[config.mk]
export PLATFORM = sky130hd
export DESIGN_NAME = divisor_arbitro
export DESIGN_NICKNAME = d
export VERILOG_FILES = /design/src/rtl/divisor_arbitro.sv
export SDC_FILE = /design/constraint.sdc
export NUM_CORES = 1
export LEC_CHECK = 0
export CORE_MARGIN = 2
export CORE_UTILIZATION = 42
export CTS_CLUSTER_DIAMETER = 120
export DETAILED_ROUTE_END_ITERATION = 16
export PLACE_DENSITY = 0.77
export SYNTH_ARGS = -nofsm -noshare
export SYNTH_HDL_FRONTEND = slang
export SYNTH_SLANG_ARGS = --single-unit
[constraint.sdc]
create_clock -name clk -period 3 [get_ports clk]
set_input_delay 0.6 -clock clk [delete_from_list [all_inputs] [get_ports clk]]
set_output_delay 0.6 -clock clk [all_outputs]
set_load 0.02 [all_outputs]
[src/rtl/divisor_arbitro.sv]
// divisor_arbitro: round-robin arbiter sharing one START/DONE divider among N_REQ clients
//   clk, rst             clock and asynchronous active-high reset
//   req, num_in, den_in  per-client request and packed operands (client i at [i*SIZE +: SIZE])
//   ack, res_valid       one-cycle accept / result pulses to the granted client
//   coc_out, res_out     quotient / remainder, valid with res_valid
//   err_out              {timeout, div_by_zero}, valid with res_valid
//   busy                 high whenever not idle
//   div_start/num/den    command side of the shared divider
//   div_coc/res/done     result side of the shared divider
module divisor_arbitro #(
   parameter int SIZE    = 8,
   parameter int N_REQ   = 4,
   parameter int TIMEOUT = 64
) (
   input  logic                    clk,
   input  logic                    rst,
   input  logic [N_REQ-1:0]        req,
   input  logic [N_REQ*SIZE-1:0]   num_in,
   input  logic [N_REQ*SIZE-1:0]   den_in,
   output logic [N_REQ-1:0]        ack,
   output logic [N_REQ-1:0]        res_valid,
   output logic [SIZE-1:0]         coc_out,
   output logic [SIZE-1:0]         res_out,
   output logic [1:0]              err_out,
   output logic                    busy,
   output logic                    div_start,
   output logic [SIZE-1:0]         div_num,
   output logic [SIZE-1:0]         div_den,
   input  logic [SIZE-1:0]         div_coc,
   input  logic [SIZE-1:0]         div_res,
   input  logic                    div_done
);
   localparam int GW = $clog2(N_REQ);
   localparam int CW = $clog2(TIMEOUT + 1);
   localparam logic [1:0] IDLE = 2'd0, START = 2'd1, WAIT = 2'd2, RESP = 2'd3;
   logic [1:0]      state_q;
   logic [GW-1:0]   last_q, grant_d;
   logic            found_d;
   logic [GW:0]     idx;
   logic [CW-1:0]   cnt_q;
   logic [SIZE-1:0] coc_q, res_q, g_num, g_den;
   logic [1:0]      err_q;
   assign busy  = state_q != IDLE;
   assign g_num = num_in[grant_d*SIZE +: SIZE];
   assign g_den = den_in[grant_d*SIZE +: SIZE];
   // Scan downward so the last hit is the first requester after last_q (wrapping).
   always_comb begin
      grant_d = last_q;
      found_d = 1'b0;
      idx     = '0;
      for (int i = N_REQ; i >= 1; i--) begin
         idx = {1'b0, last_q} + (GW+1)'(i);
         if (idx >= (GW+1)'(N_REQ)) idx = idx - (GW+1)'(N_REQ);
         if (req[idx[GW-1:0]]) begin
            grant_d = idx[GW-1:0];
            found_d = 1'b1;
         end
      end
   end
   always_ff @(posedge clk or posedge rst) begin
      if (rst) begin
         state_q   <= IDLE;
         last_q    <= GW'(N_REQ - 1);
         cnt_q     <= '0;
         coc_q     <= '0;
         res_q     <= '0;
         err_q     <= '0;
         ack       <= '0;
         res_valid <= '0;
         coc_out   <= '0;
         res_out   <= '0;
         err_out   <= '0;
         div_start <= 1'b0;
         div_num   <= '0;
         div_den   <= '0;
      end else begin
         ack       <= '0;
         res_valid <= '0;
         coc_out   <= '0;
         res_out   <= '0;
         err_out   <= '0;
         div_start <= 1'b0;
         case (state_q)
            IDLE: if (found_d) begin
               ack     <= N_REQ'(1) << grant_d;
               last_q  <= grant_d;
               div_num <= g_num;
               div_den <= g_den;
               // Zero divisor never reaches the divider; answer is prepared here.
               coc_q   <= '1;
               res_q   <= g_num;
               err_q   <= 2'b01;
               state_q <= (g_den == '0) ? RESP : START;
            end
            START: begin
               div_start <= 1'b1;
               cnt_q     <= '0;
               state_q   <= WAIT;
            end
            WAIT: begin
               cnt_q <= cnt_q + 1'b1;
               // Done has priority over a coincident timeout.
               if (div_done) begin
                  coc_q   <= div_coc;
                  res_q   <= div_res;
                  err_q   <= 2'b00;
                  state_q <= RESP;
               end else if (cnt_q == CW'(TIMEOUT - 1)) begin
                  coc_q   <= '0;
                  res_q   <= '0;
                  err_q   <= 2'b10;
                  state_q <= RESP;
               end
            end
            default: begin
               res_valid <= N_REQ'(1) << last_q;
               coc_out   <= coc_q;
               res_out   <= res_q;
               err_out   <= err_q;
               state_q   <= IDLE;
            end
         endcase
      end
   end
endmodule
==> flow_metrics.env <==
export IMPL_status="finished clean"
export IMPL_async_reset_ff_frac=1.00
export IMPL_slew_headroom=0.546
export IMPL_cpMaxStageDelayCell="mux4_2"
export IMPL_endpoint_kind="flop"
export IMPL_synth_cell_area_sq_mm=0.00394
export IMPL_grt_max_degree=44
export IMPL_num_vias=3345
export IMPL_crit_path_start_kind="input port"
export IMPL_cts_tree="done"
export IMPL_die_height_microns=101
export IMPL_clockRootBuffer="clkbuf_8"
export IMPL_cp_cell_sequence="clkdlybuf4s50_1, mux4_2, nor2b_4, o21a_2, nor2_8, buf_4, mux4_2, mux2_2"
export IMPL_timing_hold_ws_ns=0.482
export IMPL_synth_main_ff_cell="dfrtp_1"
export IMPL_cts_made_buffers=9
export IMPL_drtIter0Drc=112
export IMPL_r2r_end="div_num[0]"
export IMPL_syn_inst=343
export IMPL_dp_hpwl_microns=8030
export IMPL_grt_pass1_vias=3554
export IMPL_cp_arrival_ns=3.11
export IMPL_yosys_register_bits=72
export IMPL_ys_types=46
export IMPL_fin_setup_tns_ns=0
export IMPL_dieArea_sq_mm=0.0102
export IMPL_path_clk_slew_ns=0.08
export IMPL_syn_to_final_growth_pct=46.4
export IMPL_place_inst=594
export IMPL_fin_skew_ns=0.00713
export IMPL_avgSynthCellArea_sq_um=11.5
export IMPL_fin_cells=610
export IMPL_ios=131
export IMPL_crit_fanout=8
export IMPL_totalWireLength_microns=10500
export IMPL_place_gp_congestion=0.873
export IMPL_path_common_cell="mux4_2"
export IMPL_period_minus_slack_ns=2.87
export IMPL_min_path_type="flop to flop"
export IMPL_htreeDepth=3
export IMPL_synth_nets=439
export IMPL_slowest_delay_ns=0.51
export IMPL_wl_per_cell_microns=17.2
export IMPL_hold_start="coc_q[7]"
export IMPL_ys_seq_area_frac=0.458
export IMPL_drt_first_pass_iters=4
export IMPL_grt_ovfl_total=0
export IMPL_synth_edf_count=0
export IMPL_vdd_drop_max_mv=0.448
export IMPL_drtAntennaViolNets=0
export IMPL_cp_data_required_time_ns=3.24
export IMPL_path_class="input port to flop"
export IMPL_num_rows=35
export IMPL_layout_nets=590
export IMPL_vias_per_cell=5.48
export IMPL_antenna_found_initial=0
export IMPL_cts_hold_fix_buffers=0
export IMPL_place_ws_ns=-0.238
export IMPL_drive_above_1_share=0.176
export IMPL_die_x_microns=101
export IMPL_io_buffers=130
export IMPL_hold_end="coc_out[7]"
export IMPL_clock_fmax_ghz=0.348
export IMPL_ctsResizeCount=0
export IMPL_post_cts_buffers=0
export IMPL_drv_slew=0
export IMPL_cts_sinks=72
export IMPL_maxCapViolations=0
export IMPL_r2r_start="last_q[1]"
export IMPL_r2r_cells=9
export IMPL_hold_depth=1
export IMPL_worstSkewPairLatency_ns=0.35
export IMPL_worst_r2r_setup_slack_ns=0.13
export IMPL_initial_core_util=0.431
export IMPL_rsz0062_at_grt="false"
export IMPL_p_per_area_mw_per_mm2=1060
export IMPL_fin_ws_ns=0.128
export IMPL_setup_violations_final=0
export IMPL_leakage_nw=2.47
export IMPL_core_area_sq_mm=0.00915
export IMPL_grt_usage=0.213
export IMPL_worstMarginPinSlew_ns=0.681
export IMPL_grt_first_pass_wirelength_microns=16900
export IMPL_drc=0
export IMPL_final_hold_viol_count=0
export IMPL_yosys_warnings=0
export IMPL_ctsLongestPathBuffers=2
export IMPL_period_share=0.957
export IMPL_antenna_cells=0
[worst max-delay path by stage]
stage / from / end / slack, ns
floorplan: last_q[0] / div_den[0] / 0.03
global placement: req[3] / div_num[0] / -0.16
detailed placement: req[3] / div_num[0] / -0.24
CTS: last_q[1] / div_num[0] / 0.06
global route: last_q[1] / div_num[0] / 0.05
finish: req[3] / div_num[0] / 0.13
[where the power goes]
| part | internal (mW) | leakage (nW) | switching (mW) |
|---|---|---|---|
| logic | 1.90 | 1.46 | 1.77 |
| clock network | 0.477 | 0.107 | 0.404 |
| registers | 1.36 | 0.906 | 0.191 |
| total | 3.73 | 2.47 | 2.37 |
[layout by cell type, fill, tap and decap left out, drive strengths merged, types with 6 or more instances in the layout]
cell type / netlist / final
clkbuf: 12 / 9
a21oi: 20 / 20
nor3: 7 / 7
nand3: 12 / 12
and2: 22 / 22
mux4: 18 / 18
or4: 6 / 6
o221ai: 9 / 9
o31ai: 6 / 6
clkdlybuf4s50: 0 / 130
inv: 15 / 18
nor2: 21 / 21
ha: 9 / 9
dfrtp: 70 / 70
nand2: 20 / 20
mux2: 16 / 16
mux2i: 18 / 18
o21ai: 12 / 12
buf: 7 / 29
[flip-flops by register name (all words and copies together), names as in the netlist, 4 cells and up]
register and count:
res_valid 4, coc_q 8, div_den 8, ack 4, res_out 8, res_q 8
cnt_q 7, coc_out 8, div_num 8
[through the flow]
step	cell area, sq um	util	power (mW)
after detailed placement	5530	0.604	5.21
after floorplan	3940	-	3.94
final	5770	0.630	6.10
after global routing	5770	0.630	6.50
after CTS	5760	0.629	6.11
after global placement	5530	0.604	5.08
[Yosys cell counts, drive strengths merged (6+ instances only)]
library cell | instances | share of area
mux2 | 16 | 0.054
buf | 7 | 0.015
o221ai | 9 | 0.020
inv | 15 | 0.014
a21oi | 20 | 0.025
clkbuf | 12 | 0.011
and2 | 22 | 0.035
nand3 | 12 | 0.015
ha | 9 | 0.029
nor3 | 7 | 0.012
nand2 | 20 | 0.019
o31ai | 6 | 0.011
mux2i | 18 | 0.046
mux4 | 18 | 0.11
o21ai | 12 | 0.015
dfrtp | 70 | 0.44
or4 | 6 | 0.011
nor2 | 21 | 0.024
[worst max-delay path, delay by kind of cell]
family | cells | cell delay, ns
mux | 3 | 1.26
compound gates | 1 | 0.25
simple gates | 2 | 0.32
buf+inv | 2 | 0.65
[layout make-up]
class	instances	area (sq um)
Multi-Input combinational cell	237	1990
Clock inverter	7	101
Clock buffer	9	124
Inverter	15	56.3
Fill cell	732	3380
Tap cell	111	139
Sequential cell	72	1800
Timing Repair Buffer	159	1560
[cells by family (layout without fill, tap and decap cells)]
| logic type | count (synthesis) | count (layout) | share of synthesized area |
|---|---|---|---|
| and+or+nand+nor | 115 | 115 | 0.164 |
| AOI/OAI and AO/OA | 59 | 59 | 0.0956 |
| xor gates and xnor gates | 2 | 2 | 0.00445 |
| DFF | 72 | 72 | 0.458 |
| adders and majority gates | 9 | 9 | 0.0286 |
| muxes | 52 | 52 | 0.209 |
| buffers and inverters | 34 | 190 | 0.0410 |
[per-layer routing]
layer,part of all wire,GRT usage,wire [microns],vias up
met5,0,0,0,-
met4,0.0087,0.0632,91,0
met3,0.063,0.0451,659,10
met2,0.52,0.380,5450,117
met1,0.41,0.259,4280,1654
li1,-,-,-,1564
(Power assumes the default switching activity.)
